`src/rtl/ctrl_pkg.sv`:
```
// Shared encodings for the multi-cycle control sequencer and the datapath it drives.
package ctrl_pkg;

  typedef enum logic [2:0] {
    StFetch  = 3'd0,
    StDecode = 3'd1,
    StExec   = 3'd2,
    StMem    = 3'd3,
    StWb     = 3'd4,
    StTrap   = 3'd5
  } state_e;

  // Instruction classes, grouped by the path they take out of EXEC.
  typedef enum logic [2:0] {
    ClsWb      = 3'd0,
    ClsLoad    = 3'd1,
    ClsStore   = 3'd2,
    ClsBranch  = 3'd3,
    ClsIllegal = 3'd4
  } cls_e;

  localparam logic [6:0] OpLoad   = 7'b0000011;
  localparam logic [6:0] OpImm    = 7'b0010011;
  localparam logic [6:0] OpAuipc  = 7'b0010111;
  localparam logic [6:0] OpStore  = 7'b0100011;
  localparam logic [6:0] OpReg    = 7'b0110011;
  localparam logic [6:0] OpLui    = 7'b0110111;
  localparam logic [6:0] OpBranch = 7'b1100011;
  localparam logic [6:0] OpJalr   = 7'b1100111;
  localparam logic [6:0] OpJal    = 7'b1101111;

  localparam logic [2:0] ImmNone = 3'b000;
  localparam logic [2:0] ImmI    = 3'b001;
  localparam logic [2:0] ImmS    = 3'b010;
  localparam logic [2:0] ImmB    = 3'b011;
  localparam logic [2:0] ImmJ    = 3'b100;
  localparam logic [2:0] ImmU    = 3'b101;

  localparam logic [2:0] AluAdd = 3'b000;
  localparam logic [2:0] AluSub = 3'b001;
  localparam logic [2:0] AluAnd = 3'b010;
  localparam logic [2:0] AluOr  = 3'b011;
  localparam logic [2:0] AluXor = 3'b100;

  localparam logic [1:0] WbMem = 2'b00;
  localparam logic [1:0] WbAlu = 2'b01;
  localparam logic [1:0] WbPc4 = 2'b10;
  localparam logic [1:0] WbImm = 2'b11;

  typedef struct packed {
    logic [2:0] immsel;
    logic       asel;
    logic       bsel;
    logic       brun;
    logic [2:0] alusel;
    logic [1:0] wbsel;
    logic       pcsel;  // jumps redirect the PC in WB
  } ctrl_t;

  // use_lt picks brlt over breq; invert turns eq/lt into ne/ge.
  function automatic logic branch_taken(input logic use_lt, input logic invert,
                                        input logic breq, input logic brlt);
    return (use_lt ? brlt : breq) ^ invert;
  endfunction

endpackage

```
`src/rtl/ctrl_decode.sv`:
```
// Combinational decode of the captured opcode/funct3/funct7[5] into the datapath control
// bundle and an instruction class. Unsupported encodings yield ClsIllegal with all controls 0.
module ctrl_decode
  import ctrl_pkg::*;
(
  input  logic [6:0] opcode,
  input  logic [2:0] funct3,
  input  logic       funct7b5,
  output ctrl_t      ctrl,
  output cls_e       cls
);

  always_comb begin
    ctrl = '0;
    cls  = ClsIllegal;
    case (opcode)
      OpReg: begin
        cls        = ClsWb;
        ctrl.wbsel = WbAlu;
        case (funct3)
          3'b000:  ctrl.alusel = funct7b5 ? AluSub : AluAdd;
          3'b111:  ctrl.alusel = AluAnd;
          3'b110:  ctrl.alusel = AluOr;
          3'b100:  ctrl.alusel = AluXor;
          default: cls = ClsIllegal;
        endcase
        if (funct7b5 && (funct3 != 3'b000)) cls = ClsIllegal;
      end
      OpImm: begin
        cls         = ClsWb;
        ctrl.immsel = ImmI;
        ctrl.bsel   = 1'b1;
        ctrl.wbsel  = WbAlu;
        case (funct3)
          3'b000:  ctrl.alusel = AluAdd;
          3'b111:  ctrl.alusel = AluAnd;
          3'b110:  ctrl.alusel = AluOr;
          3'b100:  ctrl.alusel = AluXor;
          default: cls = ClsIllegal;
        endcase
      end
      OpLoad: begin
        ctrl.immsel = ImmI;
        ctrl.bsel   = 1'b1;
        ctrl.wbsel  = WbMem;
        // lb/lh/lw/lbu/lhu; width handling lives in the memory interface
        cls = (funct3 == 3'b011 || funct3 == 3'b110 || funct3 == 3'b111) ? ClsIllegal : ClsLoad;
      end
      OpStore: begin
        ctrl.immsel = ImmS;
        ctrl.bsel   = 1'b1;
        cls         = (funct3 > 3'b010) ? ClsIllegal : ClsStore;
      end
      OpBranch: begin
        ctrl.immsel = ImmB;
        ctrl.asel   = 1'b1;
        ctrl.bsel   = 1'b1;
        ctrl.brun   = funct3[1];
        cls         = (funct3[2:1] == 2'b01) ? ClsIllegal : ClsBranch;
      end
      OpJal: begin
        cls         = ClsWb;
        ctrl.immsel = ImmJ;
        ctrl.asel   = 1'b1;
        ctrl.bsel   = 1'b1;
        ctrl.wbsel  = WbPc4;
        ctrl.pcsel  = 1'b1;
      end
      OpJalr: begin
        ctrl.immsel = ImmI;
        ctrl.bsel   = 1'b1;
        ctrl.wbsel  = WbPc4;
        ctrl.pcsel  = 1'b1;
        cls         = (funct3 == 3'b000) ? ClsWb : ClsIllegal;
      end
      OpLui: begin
        cls         = ClsWb;
        ctrl.immsel = ImmU;
        ctrl.wbsel  = WbImm;
      end
      OpAuipc: begin
        cls         = ClsWb;
        ctrl.immsel = ImmU;
        ctrl.asel   = 1'b1;
        ctrl.bsel   = 1'b1;
        ctrl.wbsel  = WbAlu;
      end
      default: cls = ClsIllegal;
    endcase
    if (cls == ClsIllegal) ctrl = '0;
  end

endmodule

```
`src/rtl/multicycle_ctrl.sv`:
```
// RV32I multi-cycle control sequencer: FETCH/DECODE/EXEC/MEM/WB with memory handshakes.
// Define CTRL_TRAP_EN to trap on unsupported encodings; otherwise they retire as NOPs.
module multicycle_ctrl
  import ctrl_pkg::*;
(
  input  logic        clk,
  input  logic        rst_n,
  input  logic [31:0] ins,
  input  logic        breq,
  input  logic        brlt,
  input  logic        imem_ack,
  input  logic        dmem_ack,
  output logic        imem_req,
  output logic        ir_wen,
  output logic        dmem_req,
  output logic        dmem_we,
  output logic        regwen,
  output logic [2:0]  immsel,
  output logic        asel,
  output logic        bsel,
  output logic        brun,
  output logic [2:0]  alusel,
  output logic        pcsel,
  output logic        pc_wen,
  output logic [1:0]  wbsel,
  output logic        illegal
);

  state_e     state_q, state_d;
  logic [6:0] opcode_q;
  logic [2:0] funct3_q;
  logic       funct7b5_q;
  ctrl_t      ctrl;
  cls_e       cls;
  logic       taken;
  logic       unused_ins;

  assign unused_ins = ^{ins[31], ins[29:15], ins[11:7]};
  assign taken      = branch_taken(funct3_q[2], funct3_q[0], breq, brlt);

  ctrl_decode u_decode (
    .opcode   (opcode_q),
    .funct3   (funct3_q),
    .funct7b5 (funct7b5_q),
    .ctrl     (ctrl),
    .cls      (cls)
  );

  always_ff @(posedge clk or negedge rst_n) begin
    if (!rst_n) begin
      state_q <= StFetch;
    end else begin
      state_q <= state_d;
    end
  end

  always_ff @(posedge clk or negedge rst_n) begin
    if (!rst_n) begin
      opcode_q   <= '0;
      funct3_q   <= '0;
      funct7b5_q <= 1'b0;
    end else if (state_q == StDecode) begin
      opcode_q   <= ins[6:0];
      funct3_q   <= ins[14:12];
      funct7b5_q <= ins[30];
    end
  end

  always_comb begin
    state_d = state_q;
    case (state_q)
      StFetch:  if (imem_ack) state_d = StDecode;
      StDecode: state_d = StExec;
      StExec: begin
        case (cls)
          ClsLoad, ClsStore: state_d = StMem;
          ClsBranch:         state_d = StFetch;
          ClsWb:             state_d = StWb;
          default: begin
`ifdef CTRL_TRAP_EN
            state_d = StTrap;
`else
            state_d = StFetch;
`endif
          end
        endcase
      end
      StMem:    if (dmem_ack) state_d = (cls == ClsStore) ? StFetch : StWb;
      StWb:     state_d = StFetch;
      StTrap: begin
`ifdef CTRL_TRAP_EN
        state_d = StTrap;
`else
        state_d = StFetch;
`endif
      end
      default:  state_d = StFetch;
    endcase
  end

  // Outputs are gated by rst_n so a reset pulse silences every control at once.
  always_comb begin
    imem_req = 1'b0;
    ir_wen   = 1'b0;
    dmem_req = 1'b0;
    dmem_we  = 1'b0;
    regwen   = 1'b0;
    immsel   = ImmNone;
    asel     = 1'b0;
    bsel     = 1'b0;
    brun     = 1'b0;
    alusel   = AluAdd;
    pcsel    = 1'b0;
    pc_wen   = 1'b0;
    wbsel    = WbMem;
    illegal  = 1'b0;
    if (rst_n) begin
      // EXEC controls are held through MEM and WB so the ALU result stays valid.
      if (state_q inside {StExec, StMem, StWb}) begin
        immsel = ctrl.immsel;
        asel   = ctrl.asel;
        bsel   = ctrl.bsel;
        brun   = ctrl.brun;
        alusel = ctrl.alusel;
      end
      case (state_q)
        StFetch: begin
          imem_req = 1'b1;
          ir_wen   = imem_ack;
        end
        StExec: begin
          if (cls == ClsBranch) begin
            pc_wen = 1'b1;
            pcsel  = taken;
          end
`ifndef CTRL_TRAP_EN
          if (cls == ClsIllegal) pc_wen = 1'b1;
`endif
        end
        StMem: begin
          dmem_req = 1'b1;
          dmem_we  = (cls == ClsStore);
          pc_wen   = (cls == ClsStore) && dmem_ack;
        end
        StWb: begin
          regwen = 1'b1;
          pc_wen = 1'b1;
          wbsel  = ctrl.wbsel;
          pcsel  = ctrl.pcsel;
        end
        StTrap: begin
`ifdef CTRL_TRAP_EN
          illegal = 1'b1;
`endif
        end
        default: ;
      endcase
    end
  end

endmodule
```
`config.mk`:
```
export PLATFORM = sky130hd
export DESIGN_NAME = multicycle_ctrl
export DESIGN_NICKNAME = d
export VERILOG_FILES = /design/src/rtl/ctrl_pkg.sv /design/src/rtl/ctrl_decode.sv /design/src/rtl/multicycle_ctrl.sv
export SDC_FILE = /design/constraint.sdc
export NUM_CORES = 1
export LEC_CHECK = 0
export ABC_AREA = 1
export CAP_MARGIN = 20
export CORE_ASPECT_RATIO = 1.4
export CORE_MARGIN = 3
export CORE_UTILIZATION = 40
export DETAILED_ROUTE_END_ITERATION = 10
export GPL_TIMING_DRIVEN = 1
export PLACE_DENSITY = 0.75
export SLEW_MARGIN = 10
export SYNTH_ARGS = -nofsm -noshare
export SYNTH_HDL_FRONTEND = slang
export SYNTH_HIERARCHICAL = 1
export SYNTH_SLANG_ARGS = --single-unit
```
`constraint.sdc`:
```
create_clock -name clk -period 3.4 [get_ports clk]
set_clock_uncertainty 0.2 [all_clocks]
set_input_delay 0.51 -clock clk [delete_from_list [all_inputs] [get_ports clk]]
set_output_delay 0.51 -clock clk [all_outputs]
set_load 0.1 [all_outputs]
```
==> flow_summary_export.csv, run 1 <==
group,metric,value,unit
worst_setup_path,critPathKind,"reg2out",
cts,postCtsHoldBufs,0,
synth,synthDistinctLibCells,23,
synth,synth_flop_cell,"dfrtp_1",
placed_design,port_buffers,34,
worst_setup_path,end_kind,"primary output",
final_layout,drive_above_1_share,0.301,
worst_setup_path,cp-start-kind,"flip-flop",
global_routing,grt_pass1_wl,5120,um
synth,avgSynthCellArea,6.64,sq um
pwr,p_clk_frac,0.119,
route,viasPerCell,4.76,
synth,synth-seq-cells,14,
global_routing,grt_max_degree,15,
route,met2WireLength,1580,um
synth,yosysWarnings,6,
route,antenna_left,0,
synth,synth_most_common_cell,"nand2_1",
synth,synth_edf_count,0,
global_routing,grt_pass1_vias,1258,
timing,fmax,340,MHz
placed_design,gp_congestion,0.862,
global_routing,grt.overflow.total,0,
final_layout,post-route-util,0.616,
cts,clk_pin_slew_worst_paths,0.06,ns
pwr,p_leak,0.000917,uW
cts,cts_resized,0,
floorplan,io_pins,57,
floorplan,die_h,76.0,um
floorplan,coreArea,3240,sq um
synth,synth.area.top_cells,"dfrtp_1 (25%), nand2_1 (12%), nor2_2 (11%)",
global_routing,gr-usage-all-layers,0.145,
pwr,power.density,670,nW/um^2
floorplan,dieWidth,56.0,um
route,vias,1358,
worst_setup_path,required,2.69,ns
synth,syn_area,1400,sq um
cts,cts_tree,"yes",
synth,syn-num-nets,249,
placed_design,dp_hpwl,2480,um
cts,cts_root_buffer,"clkbuf_8",
floorplan,die-area,4260,sq um
route,drt_iter0_drc,51,
worst_setup_path,rrSetupSlack,1.35,ns
global_routing,grt_antenna_before_repair,0,
cts,cts_max_level,1,
route,met3WireLength,101,um
worst_setup_path,critical_path.max_fanout,8,
timing,rsz0062_at_grt,"no",
run_status,status,"finished clean",
cts,clockBufferDepth,2,
timing,hold_ws,0.303,ns
timing,final-max-slew-violation-count,0,
pwr,pwr-share-comb,0.599,
cts,clock_latency,0.24,ns
cts,cts_setup_buffers,0,
run,max_cap_violations,0,
route,totalWireLength,2900,um
route,drt-wirelength-per-cell,10.2,um
route,drcViolationCount,0,
floorplan,row_count,24,
synth,synth_cells,211,
timing,period_minus_slack,2.94,ns
timing,final_hold_viol_count,0,
synth,async_reset_ff_frac,1.00,
final_layout,antenna_cells,0,
timing,fin_crit_sh,0.864,
synth,netlist_top_cells_count,"nand2_1 (44), inv_1 (37), nor2_2 (24)",
final_layout,area_growth,42.5,%
synth,yosysTopAreaCellShare,0.250,
route,wl_met1,1170,um
floorplan,start_util,0.432,
synth,yosysTopAreaCell,"dfrtp_1",
timing,setup_viol,0,
pwr,seq_power_share,0.282,
pwr,power_switching,665,uW
route,dr.max_layer_used,"met4",
cts,numCtsBuffers,3,
synth,yosysSeqAreaShare,0.250,
pwr,ir_drop,472,uV
worst_setup_path,arrival,2.23,ns
min_path,min_path_type,"in2async",
pwr,p_int,673,uW
final_layout,nets,285,
timing,tns,0,ns
pwr,switching_share,0.497,
route,firstDrtPassIters,4,
cts,cts_sinks,14,
-- sequential cells by signal, summed over array words and instances, names as in the netlist --
register    flops
funct7b5_q      1
state_q         3
opcode_q        7
funct3_q        3
-- cells by family (layout without fill, tap and decap cells) --
group,after synthesis,after routing,share of synthesized area
other cells,1,1,0.00268
compound gates,13,13,0.0491
buf+inv,46,81,0.145
mux,10,10,0.0991
simple gates,127,127,0.454
flops,14,14,0.250
-- path summary, 6_finish.rpt --
kind / startpoint / to / cells after the start
max in group asynchronous: rst_n / state_q[1]$_DFFE_PN0P_ / 2
min reg2reg: opcode_q[0]$_DFFE_PN0P_ / opcode_q[0]$_DFFE_PN0P_ / 1
min in group clk: opcode_q[0]$_DFFE_PN0P_ / opcode_q[0]$_DFFE_PN0P_ / 1
max: opcode_q[3]$_DFFE_PN0P_ / pc_wen / 12
min: rst_n / state_q[2]$_DFFE_PN0P_ / 1
max reg2reg: opcode_q[3]$_DFFE_PN0P_ / state_q[0]$_DFFE_PN0P_ / 8
-- per-stage QoR --
stage                     cells  setup slack (ns)  total power (uW)  instance area, sq um
final                       285             0.461              1340                  2000
after global placement      281             0.691              1170                  1940
after global routing        285             0.218              1460                  2000
after CTS                   285             0.440              1350                  2000
after floorplan             211            0.0974              1020                  1410
after detailed placement    281             0.669              1180                  1940
-- metal layers --
layer | GRT usage | vias to the layer above
li1 | - | 718
met1 | 0.161 | 604
met2 | 0.274 | 31
met3 | 0.0153 | 5
met4 | 0.0570 | 0
met5 | 0 | -
-- layout make-up --
cell class              instances  area [sq um]
fillers                       274          1250
flip-flops and latches         14           350
repair buffers                 36           536
inverters                      41           154
multi-input cells             151           853
clock buffers                   4          55.1
well taps                      39          48.8
-- placed cells by master (no fill, tap or decap), types with 4 or more instances in the layout --
cell type	instances
inv_1	37
mux2_4	7
clkdlybuf4s50_1	16
inv_2	4
nand2_2	4
nor3_1	4
nand2_1	44
buf_12	18
nand3_2	4
nand3_1	17
dfrtp_1	14
a21oi_1	8
clkbuf_8	4
nor2_2	24
nor2_1	21
-- worst max-delay path, cell delays in order (launching register included) --
cell and delay, ns:
dfrtp_1 0.41, inv_1 0.08, nand2_1 0.08, nor2_4 0.19
nand2_2 0.09, o31ai_1 0.41, nand3_1 0.17, nand2_1 0.09
nand2_1 0.06, nand3_1 0.09, nand2_1 0.05, inv_1 0.09
buf_12 0.18
-- power by group through the flow --
stage          Sequential (uW)  Combinational [uW]  Clock, uW
5_1_grt                    396                 888        175
3_5_place_dp               379                 805          0
2_1_floorplan              340                 679          0
4_1_cts                    377                 808        165
6_report                   378                 801        159
3_3_place_gp               377                 795          0
No activity file was read; power rests on OpenSTA's default activity.
==> run 2, diff against run 1 <==
- PLACE_DENSITY: 0.75 -> 0.81
- SYNTH_HIERARCHICAL: 1 -> unset
==> flow_summary_export.csv, run 2 <==
group,metric,value,unit
synth,syn_area,1100,sq um
route,firstDrtPassIters,4,
worst_setup_path,required,2.69,ns
final_layout,seqCellArea,350,sq um
timing,fmax,339,MHz
final_layout,nets,250,
worst_setup_path,cp-start-kind,"flip-flop",
floorplan,die_h,68.1,um
timing,final-max-slew-violation-count,0,
global_routing,grt_max_degree,21,
synth,synth_cells,175,
placed_design,pre_cts_ws,0.630,ns
final_layout,top_register,"opcode_q",
timing,hold_ws,0.316,ns
final_layout,final_common_cell,"nor2_1",
floorplan,start_util,0.441,
cts,cts_resized,0,
synth,synth-adder-area-share,0,
synth,synth_top_family_by_area,"simple AND/OR/NAND/NOR gates",
final_layout,layout_common_cells,"nor2_1 (36), nand2_1 (34), inv_1 (23)",
worst_setup_path,critical_path.slowest_cell,"dfrtp_1",
route,drt_iter0_drc,40,
synth,yosysWarnings,0,
floorplan,dieWidth,50.3,um
cts,cts_root_buffer,"clkbuf_4",
timing,tns,0,ns
route,totalWireLength,2750,um
cts,numCtsBuffers,3,
floorplan,coreArea,2500,sq um
worst_setup_path,critical_path.top_delay_family,"simple AND/OR/NAND/NOR gates",
worst_setup_path,arrival,2.24,ns
worst_setup_path,path_cells,"inv_1 > nand2_1 > nor2_1 > nand3_1 > nand3_1 > nor2_2 > nor2_4 > nand2_4 > nor3_1 > buf_12",
final_layout,drive_above_1_share,0.213,
timing,final_hold_viol_count,0,
synth,synth_flop_cell,"dfrtp_1",
timing,setup_viol,0,
route,vias,1216,
synth,netlist_top_cells_count,"nor2_1 (38), nand2_1 (34), inv_1 (23)",
final_layout,multi_input_area,651,sq um
route,drt-wirelength-per-cell,11.2,um
timing,rsz0062_at_grt,"no",
synth,async_reset_ff_frac,1.00,
synth,avgSynthCellArea,6.29,sq um
worst_setup_path,r2r_start,"opcode_q[3]$_DFFE_PN0P_",
synth,yosysSeqAreaShare,0.318,
synth,yosys.area_share.simple,0.416,
worst_setup_path,r2r-end,"state_q[2]$_DFFE_PN0P_",
worst_setup_path,slowest_delay,0.38,ns
run,max_cap_violations,0,
cts,cts_tree,"yes",
final_layout,largest_reg_flops,7,
cts,clock_latency,0.28,ns
placed_design,gp_congestion,0.881,
synth,synth_xor_area_frac,0.00795,
min_path,hold_depth,1,
synth,synth.area.top_cells,"dfrtp_1 (32%), nor2_1 (13%), nand2_1 (12%)",
synth,yosysTopAreaCell,"dfrtp_1",
placed_design,dp_hpwl,2210,um
pwr,ir_drop,501,uV
synth,synth_compound_area_frac,0.117,
cts,postCtsHoldBufs,0,
final_layout,top_regs,"opcode_q (7), funct3_q (3), state_q (3)",
placed_design,port_buffers,34,
min_path,min_to,"opcode_q[0]$_DFFE_PN0P_",
worst_setup_path,end_kind,"primary output",
synth,synthDistinctLibCells,25,
cts,cts_max_level,1,
min_path,min_path_type,"reg2reg",
pwr,power.density,641,nW/um^2
worst_setup_path,critPathKind,"reg2out",
worst_setup_path,cpMostUsedCell,"nand3_1",
cts,cts_sinks,14,
global_routing,gr-usage-all-layers,0.183,
final_layout,antenna_cells,0,
worst_setup_path,rr_worst_depth,9,
worst_setup_path,path_buf_inv,2,
run_status,status,"finished clean",
route,viasPerCell,4.96,
timing,layout_setup_ws,0.447,ns
pwr,p_leak,0.000792,uW
synth,synth_mux_area_frac,0.0307,
worst_setup_path,critical_path.max_fanout,9,
final_layout,nFillCells,204,
timing,fin_crit_sh,0.868,
route,drcViolationCount,0,
synth,syn-num-nets,213,
synth,yosysTopAreaCellShare,0.318,
timing,worst_pin_slew,0.650,ns
global_routing,grt_pass1_vias,1178,
timing,slew_headroom,0.566,
global_routing,grt_pass1_wl,4840,um
final_layout,area_growth,55.6,%
cts,cts_setup_buffers,0,
cts,clk_pin_slew_worst_paths,0.09,ns
cts,clockBufferDepth,2,
floorplan,die-area,3430,sq um
global_routing,grt_antenna_before_repair,0,
floorplan,io_pins,57,
route,antenna_left,0,
worst_setup_path,rrSetupSlack,1.57,ns
pwr,total_power,1100,uW
synth,synth-seq-cells,14,
synth,synth_most_common_cell,"nor2_1",
timing,period_minus_slack,2.95,ns
synth,synth_edf_count,0,
min_path,min_from,"opcode_q[0]$_DFFE_PN0P_",
floorplan,row_count,21,
global_routing,grt.overflow.total,0,
## run 2: cell count changes in the layout (fill, tap and decap cells not counted), moves of 4 or more
| cell | change |
|---|---|
| nor2_2 | -20 |
| nor2_1 | +15 |
| inv_1 | -14 |
| nand2_1 | -10 |
| a21oi_1 | +8 |
| mux2_4 | -7 |
| nand3_1 | -7 |
| nand3_2 | -4 |
## run 2: cells by family after synthesis
kind of cell / after synthesis
XOR/XNOR: 1
flip-flops: 14
buffers and inverters: 30
multiplexers: 3
other: 1
AO/OA/AOI/OAI: 24
AND/OR/NAND/NOR: 102
## run 2: worst max-delay path by stage
stage | slack [ns] | cells past startpoint | startpoint | end
floorplan | -0.57 | 9 | opcode_q[3]$_DFFE_PN0P_ | alusel[1]
global placement | 0.60 | 6 | rst_n | alusel[2]
detailed placement | 0.63 | 6 | rst_n | alusel[2]
CTS | 0.46 | 10 | opcode_q[3]$_DFFE_PN0P_ | alusel[2]
global route | 0.25 | 11 | opcode_q[3]$_DFFE_PN0P_ | alusel[2]
finish | 0.45 | 10 | opcode_q[3]$_DFFE_PN0P_ | alusel[2]
## run 2: area by class of cell
type                    count  share of cell area
multi-input cells         131               0.380
well taps                  34              0.0248
flip-flops and latches     14               0.205
repair buffers             36               0.313
inverters                  26              0.0570
clock buffers               4              0.0212
## run 2: where the power goes
group | internal (uW) | switching, uW | total (uW) | leakage [uW]
Sequential | 248 | 73.9 | 322 | 0.000162
Clock | 65.2 | 55.5 | 121 | 0.0000210
Combinational | 219 | 436 | 655 | 0.000610
## run 2: per-stage QoR
step / cells / utilization / instance area [sq um]
after floorplan: 175 / - / 1120
after detailed placement: 241 / 0.672 / 1680
after global routing: 245 / 0.686 / 1710
after global placement: 241 / 0.672 / 1680
final: 245 / 0.686 / 1710
after CTS: 245 / 0.686 / 1710
## run 2: metal layers
metal	wire length [um]	up-vias	global-route usage
li1	-	630	-
met1	1140	545	0.219
met2	1400	36	0.337
met3	160	5	0.0153
met4	47	0	0.0707
met5	0	-	0
==> run 3, diff against run 2 <==
- CAP_MARGIN: 20 -> 25
- CTS_BUF_LIST: unset -> sky130_fd_sc_hd__clkbuf_16
- SLEW_MARGIN: 10 -> 20
==> flow_summary_export.csv, run 3 (same netlist as run 2, synthesis figures left out) <==
group,metric,value,unit
pwr,total_power,1210,uW
worst_setup_path,slowest_delay,0.40,ns
final_layout,top_regs,"opcode_q (7), funct3_q (3), state_q (3)",
placed_design,place_inst,241,
floorplan,io_pins,57,
global_routing,gr-usage-all-layers,0.198,
floorplan,die_h,68.1,um
timing,final_hold_viol_count,0,
global_routing,grt_max_degree,21,
cts,cts_setup_buffers,0,
min_path,min_to,"opcode_q[1]$_DFFE_PN0P_",
route,totalWireLength,3080,um
cts,cts_max_level,1,
final_layout,largest_reg_flops,7,
cts,cts_resized,0,
worst_setup_path,critical_path.slowest_cell,"dfrtp_1",
route,drt-wirelength-per-cell,12.6,um
placed_design,pre_cts_ws,0.630,ns
worst_setup_path,path_buf_inv,2,
route,antenna_left,0,
worst_setup_path,rrSetupSlack,1.46,ns
pwr,ir_drop,497,uV
placed_design,port_buffers,34,
worst_setup_path,critPathKind,"reg2out",
floorplan,die-area,3430,sq um
timing,rsz0062_at_grt,"no",
pwr,power.density,692,nW/um^2
final_layout,drive_above_1_share,0.209,
final_layout,fin_cells,245,
final_layout,nets,250,
pwr,p_leak,0.000810,uW
final_layout,antenna_cells,0,
cts,cts_tree,"yes",
final_layout,top_register,"opcode_q",
cts,postCtsHoldBufs,0,
timing,layout_setup_ws,0.429,ns
timing,fin_crit_sh,0.874,
timing,setup_viol,0,
floorplan,row_count,21,
placed_design,dp_hpwl,2210,um
min_path,min_from,"opcode_q[1]$_DFFE_PN0P_",
cts,clockBufferDepth,2,
timing,final-max-slew-violation-count,0,
worst_setup_path,critical_path.top_delay_family,"simple AND/OR/NAND/NOR gates",
timing,hold_ws,0.305,ns
timing,fmax,337,MHz
route,firstDrtPassIters,4,
placed_design,gp_congestion,0.881,
final_layout,area_growth,59.4,%
min_path,min_path_type,"reg2reg",
worst_setup_path,required,2.69,ns
final_layout,layout_common_cells,"nor2_1 (36), nand2_1 (34), inv_1 (23)",
worst_setup_path,cpMostUsedCell,"nand2_1",
worst_setup_path,rr_worst_depth,9,
worst_setup_path,cp.depth,10,
run,max_cap_violations,0,
global_routing,grt_antenna_before_repair,0,
route,vias,1241,
route,viasPerCell,5.07,
global_routing,grt.overflow.total,0,
floorplan,dieWidth,50.3,um
worst_setup_path,critical_path.max_fanout,9,
cts,cts_sinks,14,
floorplan,start_util,0.441,
route,drcViolationCount,0,
worst_setup_path,r2r_start,"opcode_q[6]$_DFFE_PN0P_",
cts,cts_root_buffer,"clkbuf_16",
global_routing,grt_pass1_wl,5150,um
cts,numCtsBuffers,3,
route,drt_iter0_drc,52,
min_path,hold_depth,1,
run_status,status,"finished clean",
global_routing,grt_pass1_vias,1238,
worst_setup_path,end_kind,"primary output",
worst_setup_path,crit_start,"opcode_q[6]$_DFFE_PN0P_",
worst_setup_path,r2r-end,"state_q[2]$_DFFE_PN0P_",
worst_setup_path,cp-start-kind,"flip-flop",
worst_setup_path,arrival,2.26,ns
final_layout,final_common_cell,"nor2_1",
timing,worst_pin_slew,0.657,ns
timing,period_minus_slack,2.97,ns
worst_setup_path,path_cells,"inv_2 > nand2_1 > nor2_1 > nand2_1 > nand3_1 > nor2_2 > nor2_4 > nand2_4 > nor3_1 > buf_12",
cts,clk_pin_slew_worst_paths,0.04,ns
floorplan,coreArea,2500,sq um
timing,slew_headroom,0.561,
cts,clock_latency,0.24,ns
## run 3: stage by stage
step	cell area, sq um	TNS, ns	util
final	1760	0	0.703
after CTS	1760	0	0.703
after floorplan	1120	-1.82	-
after global placement	1680	0	0.672
after detailed placement	1680	0	0.672
after global routing	1760	0	0.703
## run 3: how the worst max path moves through the flow
| stage | endpoint | slack (ns) |
|---|---|---|
| after global placement | alusel[2] | 0.60 |
| final | alusel[2] | 0.43 |
| after global routing | alusel[2] | 0.28 |
| after CTS | alusel[2] | 0.49 |
| after detailed placement | alusel[2] | 0.63 |
| after floorplan | alusel[1] | -0.57 |
## run 3: layout make-up
type                            count  area [sq um]
Fill cell                         195           741
Inverter                           26          97.6
Sequential cell                    14           350
Timing Repair Buffer               36           536
Tap cell                           34          42.5
Clock inverter                      1          3.75
Clock buffer                        3          75.1
Multi-Input combinational cell    131           651
## run 3: routing by layer
| metal | vias to the layer above | global-route usage | wire [um] |
|---|---|---|---|
| met5 | - | 0 | 0 |
| met4 | 0 | 0.0875 | 60 |
| met3 | 7 | 0.0283 | 193 |
| met2 | 50 | 0.369 | 1620 |
| met1 | 557 | 0.221 | 1200 |
| li1 | 627 | - | - |
## run 3: power by group
group / switching, uW / internal, uW
clock network: 62.6 / 155
logic: 453 / 219
registers: 75.4 / 249
## run 3: worst reg2reg max path, stage by stage (launching register included)
cell,delay [ns]
dfrtp_1,0.40
inv_2,0.12
nand2_1,0.13
nor2_1,0.24
nand2_1,0.12
nand3_1,0.11
nor2_2,0.06
nor2_4,0.19
nand3_1,0.13
a21oi_1,0.17
